<file path="config.mk">
export PLATFORM = sky130hd
export DESIGN_NAME = cpu_run_ctrl
export DESIGN_NICKNAME = d
export VERILOG_FILES = /design/src/rtl/cpu_run_ctrl.sv
export SDC_FILE = /design/constraint.sdc
export NUM_CORES = 1
export LEC_CHECK = 0
export CAP_MARGIN = 5
export CORE_UTILIZATION = 56
export CTS_BUF_LIST = sky130_fd_sc_hd__clkbuf_16
export DETAILED_ROUTE_END_ITERATION = 8
export GPL_ROUTABILITY_DRIVEN = 0
export PLACE_DENSITY = 0.95
export SYNTH_ARGS = -nofsm -noshare
export SYNTH_HDL_FRONTEND = slang
export SYNTH_SLANG_ARGS = --single-unit
</file>
<file path="constraint.sdc">
create_clock -name clk -period 7.53 [get_ports clk]
set_clock_uncertainty 0.15 [all_clocks]
set_input_delay 0.753 -clock clk [delete_from_list [all_inputs] [get_ports clk]]
set_output_delay 0.753 -clock clk [all_outputs]
set_load 0.02 [all_outputs]
</file>
<file path="src/rtl/cpu_run_ctrl.sv">
// Run/halt/step controller for a pipelined CPU: divides clk into tick
// opportunities, issues cpu_tick pulses while running, and stops on user
// HALT, step completion, breakpoints, EBREAK or a CPU error.
module cpu_run_ctrl #(
  parameter int CLK_DIV = 5
) (
  input  logic        clk,
  input  logic        rst,
  input  logic        cmd_valid,
  output logic        cmd_ready,
  input  logic [1:0]  cmd_op,
  input  logic [31:0] cmd_arg,
  input  logic [1:0]  cmd_sel,
  input  logic [31:0] id_pc,
  input  logic        id_valid,
  input  logic        ebreak,
  input  logic [3:0]  error,
  output logic        cpu_tick,
  output logic        running,
  output logic        halted,
  output logic [2:0]  halt_cause,
  output logic [3:0]  fault_code,
  output logic [15:0] steps_left,
  output logic [31:0] tick_cnt
);

  localparam int DIV_W = (CLK_DIV > 2) ? $clog2(CLK_DIV) : 1;
  localparam logic [DIV_W-1:0] DIV_LAST = DIV_W'(CLK_DIV - 1);

  typedef enum logic [1:0] {S_HALT, S_RUN, S_STEP, S_FAULT} state_t;
  typedef enum logic [1:0] {OP_HALT, OP_RUN, OP_STEP, OP_SETBP} op_t;

  localparam logic [2:0] CAUSE_NONE  = 3'd0;
  localparam logic [2:0] CAUSE_USER  = 3'd1;
  localparam logic [2:0] CAUSE_STEP  = 3'd2;
  localparam logic [2:0] CAUSE_BP0   = 3'd3;
  localparam logic [2:0] CAUSE_BP1   = 3'd4;
  localparam logic [2:0] CAUSE_EBRK  = 3'd5;
  localparam logic [2:0] CAUSE_ERROR = 3'd6;

  state_t           state, state_d;
  logic [DIV_W-1:0] div_cnt;
  logic             opp;
  logic             skip_bp, skip_d;
  logic [1:0][31:0] bp_addr;
  logic [1:0]       bp_en;
  logic [1:0]       bp_hit;
  logic             active, stop;
  logic [2:0]       stop_cause;
  logic [2:0]       cause_d;
  logic [3:0]       fault_d;
  logic [15:0]      steps_d;
  op_t              op;
  logic             cmd_halt, cmd_run, cmd_step, cmd_setbp;

  assign cmd_ready = 1'b1;
  assign op        = op_t'(cmd_op);
  assign cmd_halt  = cmd_valid && (op == OP_HALT);
  assign cmd_run   = cmd_valid && (op == OP_RUN);
  assign cmd_step  = cmd_valid && (op == OP_STEP);
  assign cmd_setbp = cmd_valid && (op == OP_SETBP);

  assign active  = (state == S_RUN) || (state == S_STEP);
  assign running = active;
  assign halted  = (state == S_HALT) || (state == S_FAULT);
  assign opp     = (div_cnt == DIV_LAST);

  // skip_bp lets the first tick after a resume leave a breakpoint PC.
  assign bp_hit[0] = id_valid && bp_en[0] && (id_pc == bp_addr[0]) && !skip_bp;
  assign bp_hit[1] = id_valid && bp_en[1] && (id_pc == bp_addr[1]) && !skip_bp;

  // Stop condition with priority error > ebreak > bp0 > bp1.
  always_comb begin
    // NOTE: every signal written here gets a default first, so no path can leave it unassigned and infer a latch.
    stop       = 1'b0;
    stop_cause = CAUSE_NONE;
    if (active) begin
      if (error != 4'd0) begin
        stop = 1'b1; stop_cause = CAUSE_ERROR;
      end else if (ebreak) begin
        stop = 1'b1; stop_cause = CAUSE_EBRK;
      end else if (bp_hit[0]) begin
        stop = 1'b1; stop_cause = CAUSE_BP0;
      end else if (bp_hit[1]) begin
        stop = 1'b1; stop_cause = CAUSE_BP1;
      end
    end
  end

  // A HALT command or a stop condition suppresses the tick in its own clk.
  assign cpu_tick = opp && active && !stop && !cmd_halt;

  // Next-state and next status-register values.
  always_comb begin
    state_d = state;
    cause_d = halt_cause;
    fault_d = fault_code;
    steps_d = steps_left;
    skip_d  = skip_bp;
    case (state)
      S_HALT: begin
        if (cmd_run) begin
          state_d = S_RUN;
          cause_d = CAUSE_NONE;
          skip_d  = 1'b1;
        end else if (cmd_step) begin
          state_d = S_STEP;
          cause_d = CAUSE_NONE;
          skip_d  = 1'b1;
          steps_d = (cmd_arg[15:0] == 16'd0) ? 16'd1 : cmd_arg[15:0];
        end
      end
      S_RUN, S_STEP: begin
        if (cmd_halt) begin
          state_d = S_HALT;
          cause_d = CAUSE_USER;
        end else if (stop) begin
          state_d = (stop_cause == CAUSE_ERROR) ? S_FAULT : S_HALT;
          cause_d = stop_cause;
          if (stop_cause == CAUSE_ERROR) fault_d = error;
        end else if (cpu_tick) begin
          skip_d = 1'b0;
          if (state == S_STEP) begin
            steps_d = steps_left - 16'd1;
            if (steps_left <= 16'd1) begin
              state_d = S_HALT;
              cause_d = CAUSE_STEP;
            end
          end
        end
      end
      S_FAULT: begin
        if (cmd_halt) begin
          state_d = S_HALT;
          fault_d = 4'd0;
        end
      end
      default: state_d = S_HALT;
    endcase
  end

  // State register.
  always_ff @(posedge clk or posedge rst) begin
    // NOTE: clocked state uses non-blocking assignments so every register samples pre-edge values.
    if (rst) state <= S_HALT;
    else     state <= state_d;
  end

  // Status registers that follow the state machine decisions.
  always_ff @(posedge clk or posedge rst) begin
    if (rst) begin
      halt_cause <= CAUSE_NONE;
      fault_code <= 4'd0;
      steps_left <= 16'd0;
      skip_bp    <= 1'b0;
    end else begin
      halt_cause <= cause_d;
      fault_code <= fault_d;
      steps_left <= steps_d;
      skip_bp    <= skip_d;
    end
  end

  // Free-running tick divider and issued-tick counter.
  always_ff @(posedge clk or posedge rst) begin
    if (rst) begin
      div_cnt  <= '0;
      tick_cnt <= 32'd0;
    end else begin
      div_cnt <= opp ? '0 : div_cnt + DIV_W'(1);
      if (cpu_tick) tick_cnt <= tick_cnt + 32'd1;
    end
  end

  // Breakpoint registers, writable in any state.
  always_ff @(posedge clk or posedge rst) begin
    if (rst) begin
      bp_addr <= '0;
      bp_en   <= '0;
    end else if (cmd_setbp) begin
      bp_addr[cmd_sel[0]] <= cmd_arg;
      bp_en[cmd_sel[0]]   <= cmd_sel[1];
    end
  end

endmodule

</file>
# After elaboration in Yosys (flattened, before gate mapping)
# Cells that the tools add are included.
# classes
addsub	3
mul	0
n_div	0
order_cmp	3
eq_ne	23
shifts	0
n_mux	54
n_bitwise	0
n_reduce_logical	31
# op_table
operator	count
$mux 16	7
$bwmux 64	1
$eq 32x32->1	2
$mux 3	13
$add 32x1->32 const B	1
$demux 32 s1	1
$mux 32	1
$pmux 16 s2	1
$reduce_and 5->1	4
$mux 2	9
$ne 2x2->1 const B	9
$le 16x1->1 const B	1
$logic_not 16->1	1
$mux 4	4
$sub 16x1->16 const B	1
$logic_and 1x1->1	14
$ne 4x4->1 const B	3
$mux 1	11
$eq 2x2->1 const B	4
$pmux 4 s2	1
$reduce_and 7->1	1
$eq 3x3->1 const B	2
$pmux 2 s3	1
$pmux 3 s2	1
14 further kinds	20
# word_totals
register_bits	127
latch_bits	0
ramBits	0
romBits	0
wordCells	124
mem_count	0

# Logic depth before layout (Yosys ltp)
# Gate-level depths: netlist of run 1.
# logic_depth
word_depth	15
ltp_mapped	9

# Worst setup path after synthesis of run 1
# Ideal clock, no wire load.
# synth_path
kind	input to output
start	in id_pc[25]
end	out cpu_tick
t_arrival_ps	2591
required_time_ps	6627
path_slack_ps	4036
path_stages	5
path_buffers	0
path_cell_list	xor2_1 or4_1 or4_1 nor4_1 and3b_1
# synth_between
elab_chain_len	11
word_cells_on_any_way	14
classes_between	2 x eq/ne; 5 x mux; 7 x reduce/logical
# synth_rtl
element	line_no	rtl
from (decl)	14	input logic [31:0] id_pc,
$eq 32x32->1	70	assign bp_hit[1] = id_valid && bp_en[1] && (id_pc == bp_addr[1]) && !skip_bp;
$logic_and 1x1->1 (2 in a row)	70	
$mux 1	84	end else if (bp_hit[1]) begin
$mux 1 *	82	end else if (bp_hit[0]) begin
$mux 1 *	80	end else if (ebreak) begin
$mux 1 *	78	if (error != 4'd0) begin
$mux 1 *	77	if (active) begin
$logic_not 1->1 *	91	assign cpu_tick = opp && active && !stop && !cmd_halt;
$logic_and 1x1->1 * (2 in a row)	91	
to (decl)	18	output logic cpu_tick,
# Mark *: on every way between the ends. The rest lies on a longest branch, timed or not.

# Worst setup path in the final report of run 1
# layout_path
start	in id_pc[31]
end	out cpu_tick
# The elaborated chain is that of the path after synthesis.

==> run summary, run 1 <==
CLOCK TREE
-------------------------------------------------------------------------------------------
Setup repair bufs after CTS                                                               0
CTS Root Buffer Type                                                           sky130_fd_sc_hd__clkbuf_16
Clock tree buffer depth                                                                   2
Post-cts hold buffer count                                                                0
H-tree depth                                                                              4
Clock slew at reported path FFs                                                     0.06 ns
Post-cts gate resize count                                                                0
Number of sinks handled by clock tree synthesis                                         127
CTS tree                                                                              built
Clock insertion delay at the later pin of the skew report                           0.42 ns
Number of buffers created by CTS                                                         17

FINAL LAYOUT
-------------------------------------------------------------------------------------------
Sequential Area                                                                    3180 µm²
Number of non-filler instances in the completed layout                                  955
Multi-input gate area                                                              3440 µm²
Fraction of final layout cells with drive strength greater than 1                     0.126
End-of-flow core utilization                                                          0.744
Area growth from synthesis to layout                                                  30.0%
Count of nets after finishing                                                           882
Fillers                                                                                 737
ANT cells                                                                                 0

ROUTE
-------------------------------------------------------------------------------------------
Wirelength, routed                                                                 20800 µm
DRC violations left                                                                       0
Total number of vias                                                                   6289
Number of design-rule violations left by the first detailed-router iteration            716
Iteration count of the initial detailed-routing pass                                      6
Number of antenna-violating nets in the routed design                                     0
Drt wl/cell                                                                         21.8 µm
Number of vias per cell                                                                6.59

LOGIC SYNTHESIS
-------------------------------------------------------------------------------------------
Share of synthesized area occupied by flip-flops and latches                          0.464
Post-synth top flop                                                            sky130_fd_sc_hd__dfrtp_1
Share of synthesized registers carrying an async set or reset                          1.00
Syn_nets                                                                                745
Netlist area before placement                                                      6840 µm²
Number of enable flip-flop cells after synthesis                                          0
Number of distinct standard cells referenced by the synthesized netlist                  56
Gate count of the mapped netlist                                                        659
Syn avg cell area                                                                  10.4 µm²
Flip-flop and latch count after synthesis                                               127
Count of warnings emitted by yosys                                                        0

CRITICAL PATH
-------------------------------------------------------------------------------------------
Type of element launching the critical path                                      input port
RR Endpoint                                                                    steps_left[0]
R2R Setup Slk                                                                       3.89 ns
Worst endpoint required time                                                        6.63 ns
Max FO, Critical Path                                                                     5
Worst reg2reg path startpoint                                                   bp_addr[31]
Cell with the largest stage delay on the worst path                            sky130_fd_sc_hd__clkdlybuf4s50_1
Data arrival, critical path                                                         3.96 ns
Family with the most delay on the worst path                                   simple AND/OR/NAND/NOR gates
Crit path capture type                                                         primary output
Critical path class                                                            input port to primary output
Cells traversed along the worst timing path                                    clkdlybuf4s50_1 > xor2_1 > or4_1 > or4_1 > nor4_1 > and3b_1 > clkdlybuf4s50_1
Buffers and inverters on the worst path                                                   2
Peak per-stage delay on the critical path                                           0.58 ns
Depth of the worst register-to-register path                                              7

FLOORPLAN
-------------------------------------------------------------------------------------------
Placement Rows                                                                           40
Width of the chip                                                                    113 µm
Die H                                                                                113 µm
Std-Cell Core Area                                                                12000 µm²
Floorplan die area                                                                12700 µm²
I/O pin count                                                                           136
Starting density of the core                                                          0.572

TIMING
-------------------------------------------------------------------------------------------
Final worst path period need                                                        4.87 ns
Count of endpoints failing setup in the final report                                      0
FMAX                                                                              0.205 GHz
Max-Slew Margin vs Limit                                                              0.346
Max Slew Vio Count                                                                        0
Setup Total Neg Slack                                                                  0 ns
Count of endpoints failing hold in the final timing report                                0
Transition time at the pin with the least slew margin                              0.979 ns
Setup repair after global routing missed its margin                                   false
Share of the cycle needed by the critical path after routing                          0.646

GLOBAL ROUTING
-------------------------------------------------------------------------------------------
Grt ovf                                                                                   0
Global-route usage over all layers                                                    0.343
Wire length of the first global-routing pass                                       33100 µm
Pin count of the biggest net entering global routing                                     76
Initial antenna violation count                                                           0
Via count of the first global-routing pass                                             6354

PWR
-------------------------------------------------------------------------------------------
Peak VDD IR                                                                      0.000290 V
Total leakage power                                                                 3.76 nW
Power density over cell area                                                     343 nW/µm²
Total design power                                                                  3.05 mW

WORST HOLD PATH
-------------------------------------------------------------------------------------------
Hold Startpoint                                                                  div_cnt[0]
Worst Hold Path EP                                                               div_cnt[0]
Hold crit path type                                                            flop to flop
Worst Hold Path Cells                                                                     1

PLACE
-------------------------------------------------------------------------------------------
Count of port buffers added during placement                                            134
DP Cell Count                                                                           924
Half-perimeter wire length of the detailed placement result                        14200 µm

JOB
-------------------------------------------------------------------------------------------
Max-cap violations                                                                        0

OUTCOME
-------------------------------------------------------------------------------------------
Result of the run                                                              finished, final reports clean

## placed cells by master, fill, tap and decap left out, types with 5 or more instances in the layout
master,instances
sky130_fd_sc_hd__clkbuf_16,17
sky130_fd_sc_hd__and4_1,5
sky130_fd_sc_hd__nor4_1,19
sky130_fd_sc_hd__nor2_1,38
sky130_fd_sc_hd__inv_1,32
sky130_fd_sc_hd__nand2b_1,8
sky130_fd_sc_hd__nor3_1,31
sky130_fd_sc_hd__nand3_1,11
sky130_fd_sc_hd__and3_1,7
sky130_fd_sc_hd__nand2_1,41
sky130_fd_sc_hd__o21ai_0,29
sky130_fd_sc_hd__mux2_2,63
sky130_fd_sc_hd__nand4_1,25
sky130_fd_sc_hd__and2_1,5
sky130_fd_sc_hd__o21ai_1,11
sky130_fd_sc_hd__o31ai_1,5
sky130_fd_sc_hd__xnor2_1,58
sky130_fd_sc_hd__xor2_1,34
sky130_fd_sc_hd__clkdlybuf4s50_1,134
sky130_fd_sc_hd__a21oi_1,23
sky130_fd_sc_hd__mux2i_1,5
sky130_fd_sc_hd__ha_1,9
sky130_fd_sc_hd__dfrtp_1,127
sky130_fd_sc_hd__or3_1,5
## per-stage QoR
stage / hold slack, ns / worst slack, ns / instance area [µm²]
6_report: 0.341 / 2.66 / 8900
5_1_grt: 0.365 / 2.59 / 8900
4_1_cts: 0.343 / 2.72 / 8900
3_5_place_dp: 0.303 / 2.78 / 8300
3_3_place_gp: 0.288 / 2.80 / 8300
2_1_floorplan: 0.277 / 3.24 / 6840
## worst max-delay path by stage
stage | startpoint | end | slack, ns | cells past startpoint
2_1_floorplan | rst | bp_addr[0] | 3.24 | 1
3_3_place_gp | id_pc[31] | cpu_tick | 2.80 | 7
3_5_place_dp | id_pc[31] | cpu_tick | 2.78 | 7
4_1_cts | id_pc[25] | cpu_tick | 2.72 | 7
5_1_grt | id_pc[31] | cpu_tick | 2.59 | 7
6_report | id_pc[31] | cpu_tick | 2.66 | 7
## worst reg2reg max path: stages, from the launching register on
cell and delay, ns:
sky130_fd_sc_hd__dfrtp_1 0.40, sky130_fd_sc_hd__xor2_1 0.20, sky130_fd_sc_hd__or4_1 0.52, sky130_fd_sc_hd__or4_1 0.56, sky130_fd_sc_hd__nor4_1 0.55, sky130_fd_sc_hd__and3b_1 0.31
sky130_fd_sc_hd__o21ai_4 0.45, sky130_fd_sc_hd__mux2_2 0.40
## cell type report
cell class | count | share of cell area
sequential | 127 | 0.357
timing repair buffer | 138 | 0.154
tap | 147 | 0.0207
multi-input combinational | 481 | 0.387
clock inverter | 14 | 0.0197
clock buffer | 17 | 0.0478
inverter | 31 | 0.0134
## Yosys cell counts (4+ instances only)
master | n | area [µm²]
sky130_fd_sc_hd__ha_1 | 9 | 113
sky130_fd_sc_hd__xnor2_1 | 58 | 508
sky130_fd_sc_hd__a21oi_1 | 23 | 115
sky130_fd_sc_hd__o22a_1 | 4 | 35.0
sky130_fd_sc_hd__nand3_1 | 11 | 55.1
sky130_fd_sc_hd__or3_1 | 5 | 31.3
sky130_fd_sc_hd__and4_1 | 5 | 43.8
sky130_fd_sc_hd__and2_1 | 5 | 31.3
sky130_fd_sc_hd__nor4_1 | 19 | 119
sky130_fd_sc_hd__inv_1 | 31 | 116
sky130_fd_sc_hd__o21ai_1 | 11 | 55.1
sky130_fd_sc_hd__a22oi_1 | 4 | 30.0
sky130_fd_sc_hd__xor2_1 | 34 | 298
sky130_fd_sc_hd__mux2i_1 | 5 | 50.1
sky130_fd_sc_hd__nand4_1 | 25 | 156
sky130_fd_sc_hd__nor3_1 | 31 | 155
sky130_fd_sc_hd__and3_1 | 7 | 43.8
sky130_fd_sc_hd__nor2_1 | 38 | 143
sky130_fd_sc_hd__nand2b_1 | 8 | 50.1
sky130_fd_sc_hd__mux2_2 | 63 | 709
sky130_fd_sc_hd__or4_1 | 4 | 30.0
sky130_fd_sc_hd__o21ai_0 | 29 | 145
sky130_fd_sc_hd__nand2_1 | 41 | 154
sky130_fd_sc_hd__o31ai_1 | 5 | 37.5
sky130_fd_sc_hd__nand4b_1 | 4 | 35.0
sky130_fd_sc_hd__dfrtp_1 | 127 | 3180
sky130_fd_sc_hd__clkbuf_1 | 14 | 52.6
## cells by family (layout without fill, tap and decap cells)
| kind of cell | Yosys count | after routing | share of synthesized area |
|---|---|---|---|
| buf+inv | 51 | 200 | 0.0324 |
| flops | 127 | 127 | 0.464 |
| xor+xnor | 92 | 92 | 0.118 |
| other cells | 1 | 1 | 0.000548 |
| simple gates | 215 | 215 | 0.169 |
| compound gates | 96 | 96 | 0.0890 |
| mux | 68 | 68 | 0.111 |
| fa+ha+maj | 9 | 9 | 0.0165 |
## flip-flops by register name (all words and copies together) (netlist names)
register and cells:
steps_left 16, div_cnt 3, halt_cause 3, bp_addr 64, tick_cnt 32, fault_code 4
bp_en 2, state 2, skip_bp 1
## power by group
part	total [mW]	switching [mW]	internal (mW)
sequential	0.985	0.152	0.832
combinational	1.22	0.721	0.497
clock	0.848	0.302	0.546
## layer usage
layer / track usage / part of all wire / vias up
li1: - / - / 2640
met1: 0.410 / 0.36 / 3029
met2: 0.560 / 0.48 / 483
met3: 0.101 / 0.10 / 137
met4: 0.185 / 0.057 / 0
met5: 0 / 0 / -
Note: power is estimated with default switching activity, not from simulation.
==> run 2: changes to the inputs <==
--- a/config.mk
+++ b/config.mk
@@ -6,11 +6,11 @@
 export NUM_CORES = 1
 export LEC_CHECK = 0
 export CAP_MARGIN = 5
-export CORE_UTILIZATION = 56
+export CORE_UTILIZATION = 47
 export CTS_BUF_LIST = sky130_fd_sc_hd__clkbuf_16
 export DETAILED_ROUTE_END_ITERATION = 8
 export GPL_ROUTABILITY_DRIVEN = 0
-export PLACE_DENSITY = 0.95
+export PLACE_DENSITY = 0.89
 export SYNTH_ARGS = -nofsm -noshare
 export SYNTH_HDL_FRONTEND = slang
 export SYNTH_SLANG_ARGS = --single-unit
==> constraint.sdc (replaced) <==
create_clock -name clk -period 4.3 [get_ports clk]
set_clock_uncertainty 0.15 [all_clocks]
set_input_delay 0.43 -clock clk [delete_from_list [all_inputs] [get_ports clk]]
set_output_delay 0.43 -clock clk [all_outputs]
set_load 0.02 [all_outputs]
==> run summary, run 2 (synthesis results as in run 1) <==
TIMING
-------------------------------------------------------------------------------------------
Setup repair after global routing missed its margin                                   false
Share of the cycle needed by the critical path after routing                          0.943
Max-Slew Margin vs Limit                                                              0.483
Count of endpoints failing hold in the final timing report                                0
Final worst path period need                                                        4.06 ns
Count of endpoints failing setup in the final report                                      0
FMAX                                                                              0.247 GHz
Transition time at the pin with the least slew margin                              0.776 ns
Max Slew Vio Count                                                                        0
Setup Total Neg Slack                                                                  0 ns
Worst hold slack after final layout                                                0.317 ns

ROUTE
-------------------------------------------------------------------------------------------
Total number of vias                                                                   5995
Iteration count of the initial detailed-routing pass                                      6
Number of design-rule violations left by the first detailed-router iteration            623
Drt wl/cell                                                                         19.4 µm
DRC violations left                                                                       0
Number of antenna-violating nets in the routed design                                     0
Number of vias per cell                                                                6.03
Wirelength, routed                                                                 19300 µm

FLOORPLAN
-------------------------------------------------------------------------------------------
Std-Cell Core Area                                                                14000 µm²
Floorplan die area                                                                15000 µm²
Width of the chip                                                                    123 µm
I/O pin count                                                                           136
Die H                                                                                123 µm
Placement Rows                                                                           43
Starting density of the core                                                          0.487

FINAL LAYOUT
-------------------------------------------------------------------------------------------
Layout Cell Area excl Fill                                                         8980 µm²
Number of non-filler instances in the completed layout                                  995
Max FFs per register                                                                     64
Commonest non-fill, non-tap cells in the layout                                134 x sky130_fd_sc_hd__clkdlybuf4s50_1, 127 x sky130_fd_sc_hd__dfrtp_1, 63 x sky130_fd_sc_hd__mux2_2
Most common cell after layout, fill and taps aside                             sky130_fd_sc_hd__clkdlybuf4s50_1
Count of nets after finishing                                                           890
Fillers                                                                                1040
Register name with the most flops                                                   bp_addr
Largest regs                                                                   bp_addr x64, tick_cnt x32, steps_left x16
ANT cells                                                                                 0
Fraction of final layout cells with drive strength greater than 1                     0.130
Area growth from synthesis to layout                                                  31.2%

JOB
-------------------------------------------------------------------------------------------
Max-cap violations                                                                        0

CLOCK TREE
-------------------------------------------------------------------------------------------
Post-cts gate resize count                                                                0
Number of buffers created by CTS                                                         17
Post-cts hold buffer count                                                                0
Clock insertion delay at the later pin of the skew report                           0.42 ns
CTS Root Buffer Type                                                           sky130_fd_sc_hd__clkbuf_16
Clock slew at reported path FFs                                                     0.05 ns
Number of sinks handled by clock tree synthesis                                         127
Clock tree buffer depth                                                                   2
Setup repair bufs after CTS                                                               0
H-tree depth                                                                              4
CTS tree                                                                              built

PWR
-------------------------------------------------------------------------------------------
Portion of total power attributed to the clock network                                0.275
Internal cell power                                                                 3.30 mW
Power share of the combinational group                                                0.398
Switching power total                                                               1.96 mW
Peak VDD IR                                                                      0.000504 V
Sequential group share of total power                                                 0.326
Power density over cell area                                                     585 nW/µm²
Total leakage power                                                                 3.80 nW
Net switching fraction of the power                                                   0.373

WORST HOLD PATH
-------------------------------------------------------------------------------------------
Hold crit path type                                                            flop to flop

CRITICAL PATH
-------------------------------------------------------------------------------------------
Family with the most delay on the worst path                                   simple AND/OR/NAND/NOR gates
Max FO, Critical Path                                                                     3
Buffers and inverters on the worst path                                                   2
Worst endpoint required time                                                        3.72 ns
Cells traversed along the worst timing path                                    clkdlybuf4s50_1 > xor2_1 > or4_1 > or4_1 > nor4_1 > and3b_1 > clkdlybuf4s50_1
Critical path class                                                            input port to primary output
Cell with the largest stage delay on the worst path                            sky130_fd_sc_hd__or4_1
Peak per-stage delay on the critical path                                           0.56 ns
Crit path capture type                                                         primary output
Data arrival, critical path                                                         3.48 ns
Type of element launching the critical path                                      input port

OUTCOME
-------------------------------------------------------------------------------------------
Result of the run                                                              finished, final reports clean

GLOBAL ROUTING
-------------------------------------------------------------------------------------------
Global-route usage over all layers                                                    0.271
Grt ovf                                                                                   0
Wire length of the first global-routing pass                                       30500 µm
Pin count of the biggest net entering global routing                                     62
Initial antenna violation count                                                           0
Via count of the first global-routing pass                                             5807

PLACE
-------------------------------------------------------------------------------------------
Instance area after placement                                                      8400 µm²
DP Cell Count                                                                           965
Count of port buffers added during placement                                            134
Half-perimeter wire length of the detailed placement result                        13700 µm

## run 2: cell count changes in the layout (fill, tap and decap cells not counted), sizes merged
| cell | before | now |
|---|---|---|
| buf | 4 | 12 |
| clkinvlp | 1 | 0 |
## run 2: power by group through the flow
stage                     logic (mW)  registers [mW]  clock network [mW]
after global routing            2.24            1.75                1.51
after floorplan                 1.23            1.79                   0
after CTS                       2.07            1.71                1.46
after global placement          1.97            1.71                   0
final                           2.09            1.72                1.45
after detailed placement        2.02            1.72                   0
## run 2: layer usage
layer	GRT usage	up-vias	routed length, µm
met3	0.0604	58	1760
met5	0	-	0
met2	0.443	360	9210
met4	0.0953	0	591
li1	-	2650	-
met1	0.352	2927	7780
## run 2: final timing paths
path | depth (start not counted) | from | slack (ns) | to
worst max register to register | 9 | bp_addr[31] | 0.94 | steps_left[9]
worst min-delay path | 1 | tick_cnt[31] | 0.32 | tick_cnt[31]
worst max-delay path | 7 | id_pc[31] | 0.24 | cpu_tick
worst min register to register | 1 | tick_cnt[31] | 0.32 | tick_cnt[31]
min in group asynchronous | 2 | rst | 0.37 | bp_addr[49]
max in group asynchronous | 3 | rst | 2.70 | steps_left[6]
## run 2: layout make-up
class	instances	area (µm²)	share of cell area
clock buffers	17	425	0.0474
clock inverters	13	156	0.0174
inverters	31	119	0.0132
multi-input cells	481	3440	0.384
flip-flops and latches	127	3180	0.354
well taps	180	225	0.0251
repair buffers	146	1430	0.159
## run 2: per-stage QoR
step | worst slack, ns | power [mW] | utilization
floorplan | 0.336 | 3.02 | -
global placement | 0.292 | 3.67 | 0.598
detailed placement | 0.247 | 3.74 | 0.598
CTS | 0.231 | 5.23 | 0.639
global route | 0.139 | 5.49 | 0.639
finish | 0.244 | 5.26 | 0.639
==> run 3: changes to the inputs <==
--- a/config.mk
+++ b/config.mk
@@ -6,11 +6,11 @@
 export NUM_CORES = 1
 export LEC_CHECK = 0
 export CAP_MARGIN = 5
-export CORE_UTILIZATION = 47
+export CORE_UTILIZATION = 56
 export CTS_BUF_LIST = sky130_fd_sc_hd__clkbuf_16
 export DETAILED_ROUTE_END_ITERATION = 8
 export GPL_ROUTABILITY_DRIVEN = 0
-export PLACE_DENSITY = 0.89
+export PLACE_DENSITY = 0.95
 export SYNTH_ARGS = -nofsm -noshare
 export SYNTH_HDL_FRONTEND = slang
 export SYNTH_SLANG_ARGS = --single-unit
==> constraint.sdc (replaced) <==
create_clock -name clk -period 5.1 [get_ports clk]
set_clock_uncertainty 0.15 [all_clocks]
set_input_delay 0.51 -clock clk [delete_from_list [all_inputs] [get_ports clk]]
set_output_delay 0.51 -clock clk [all_outputs]
set_load 0.02 [all_outputs]
==> run summary, run 3 (synthesis results as in run 1) <==
TIMING
-------------------------------------------------------------------------------------------
FMAX                                                                              0.230 GHz
Share of the cycle needed by the critical path after routing                          0.852
Max Slew Vio Count                                                                        0
Transition time at the pin with the least slew margin                               1.09 ns
Count of endpoints failing hold in the final timing report                                0
Setup Total Neg Slack                                                                  0 ns
Final worst path period need                                                        4.35 ns
Setup repair after global routing missed its margin                                   false
Max-Slew Margin vs Limit                                                              0.273
Count of endpoints failing setup in the final report                                      0
PnR worst setup slack                                                              0.753 ns

CRITICAL PATH
-------------------------------------------------------------------------------------------
Worst reg2reg path startpoint                                                   bp_addr[31]
Worst endpoint required time                                                        4.44 ns
Critical path class                                                            input port to primary output
Max FO, Critical Path                                                                     5
Data arrival, critical path                                                         3.69 ns
Crit path capture type                                                         primary output
Crit. Startpoint                                                                  id_pc[31]
Type of element launching the critical path                                      input port

FINAL LAYOUT
-------------------------------------------------------------------------------------------
Register name with the most flops                                                   bp_addr
ANT cells                                                                                 0
Commonest non-fill, non-tap cells in the layout                                134 x sky130_fd_sc_hd__clkdlybuf4s50_1, 127 x sky130_fd_sc_hd__dfrtp_1, 63 x sky130_fd_sc_hd__mux2_2
Number of non-filler instances in the completed layout                                  957
End-of-flow core utilization                                                          0.746
Fraction of final layout cells with drive strength greater than 1                     0.130
Max FFs per register                                                                     64
Area growth from synthesis to layout                                                  30.4%
Largest regs                                                                   bp_addr x64, tick_cnt x32, steps_left x16
Count of nets after finishing                                                           883
Most common cell after layout, fill and taps aside                             sky130_fd_sc_hd__clkdlybuf4s50_1

GLOBAL ROUTING
-------------------------------------------------------------------------------------------
Initial antenna violation count                                                           0
Grt ovf                                                                                   0
Global-route usage over all layers                                                    0.344
Wire length of the first global-routing pass                                       33300 µm
Pin count of the biggest net entering global routing                                     88
Via count of the first global-routing pass                                             6393

ROUTE
-------------------------------------------------------------------------------------------
Number of antenna-violating nets in the routed design                                     0
DRC violations left                                                                       0
Number of vias per cell                                                                6.44
Drt wl/cell                                                                         21.4 µm
Wirelength, routed                                                                 20400 µm
Total number of vias                                                                   6161
Number of design-rule violations left by the first detailed-router iteration            631
Iteration count of the initial detailed-routing pass                                      6

PWR
-------------------------------------------------------------------------------------------
Total leakage power                                                                 3.75 nW
Power density over cell area                                                     501 nW/µm²
Total design power                                                                  4.47 mW
Peak VDD IR                                                                      0.000381 V

CLOCK TREE
-------------------------------------------------------------------------------------------
Clock tree buffer depth                                                                   2
Setup repair bufs after CTS                                                               0
Number of buffers created by CTS                                                         17
CTS Root Buffer Type                                                           sky130_fd_sc_hd__clkbuf_16
Number of sinks handled by clock tree synthesis                                         127
CTS tree                                                                              built
H-tree depth                                                                              4
Post-cts gate resize count                                                                0
Post-cts hold buffer count                                                                0
Clock slew at reported path FFs                                                     0.06 ns
Clock insertion delay at the later pin of the skew report                           0.42 ns

PLACE
-------------------------------------------------------------------------------------------
DP Cell Count                                                                           925
Worst-case setup slack after placement                                             0.829 ns
Count of port buffers added during placement                                            134
Half-perimeter wire length of the detailed placement result                        14100 µm

FLOORPLAN
-------------------------------------------------------------------------------------------
Starting density of the core                                                          0.572
Width of the chip                                                                    113 µm
Die H                                                                                113 µm
I/O pin count                                                                           136
Floorplan die area                                                                12700 µm²
Placement Rows                                                                           40
Std-Cell Core Area                                                                12000 µm²

OUTCOME
-------------------------------------------------------------------------------------------
Result of the run                                                              finished, final reports clean

JOB
-------------------------------------------------------------------------------------------
Max-cap violations                                                                        0

WORST HOLD PATH
-------------------------------------------------------------------------------------------
Hold crit path type                                                            input port to async pin

## run 3: cell types whose count changed in the layout (fill, tap and decap cells not counted), sizes merged
cell | previous run | this run
inv | 34 | 33
clkinvlp | 0 | 5
buf | 12 | 5
clkinv | 6 | 4
## run 3: stage by stage
stage               hold slack [ns]  cell area (µm²)
global placement              0.288             8300
floorplan                     0.277             6840
detailed placement            0.302             8300
global route                  0.167             8920
CTS                           0.143             8920
finish                        0.151             8920
## run 3: layout make-up
cell class / instances / area (µm²)
multi-input combinational: 481 / 3440
sequential: 127 / 3180
fill: 731 / 3040
timing repair buffer: 139 / 1380
clock buffer: 17 / 425
clock inverter: 15 / 195
tap: 147 / 184
inverter: 31 / 119
## run 3: power breakdown
group / internal (mW) / leakage, nW / switching (mW)
registers: 1.23 / 1.55 / 0.227
logic: 0.733 / 1.92 / 1.02
clock network: 0.814 / 0.288 / 0.452
## run 3: path summary, 6_finish.rpt
| kind | to | slack (ns) | depth (start not counted) |
|---|---|---|---|
| max in group asynchronous | fault_code[2] | 3.41 | 3 |
| max reg2reg | steps_left[0] | 1.51 | 7 |
| min | bp_addr[49] | 0.15 | 2 |
| min reg2reg | div_cnt[0] | 0.34 | 1 |
| max | cpu_tick | 0.75 | 7 |
| min in group clk | div_cnt[0] | 0.34 | 1 |
## run 3: routing by layer
metal,share of wire,track usage,up-vias
met2,0.48,0.566,450
li1,-,-,2646
met5,0,0,-
met3,0.11,0.111,106
met4,0.043,0.144,0
met1,0.37,0.417,2959
## run 3: worst max-delay path, cell delays in order
cell and delay (ns):
sky130_fd_sc_hd__clkdlybuf4s50_1 0.48, sky130_fd_sc_hd__xor2_1 0.21, sky130_fd_sc_hd__or4_1 0.52, sky130_fd_sc_hd__or4_1 0.57
sky130_fd_sc_hd__nor4_1 0.49, sky130_fd_sc_hd__and3b_1 0.31, sky130_fd_sc_hd__clkdlybuf4s50_1 0.59
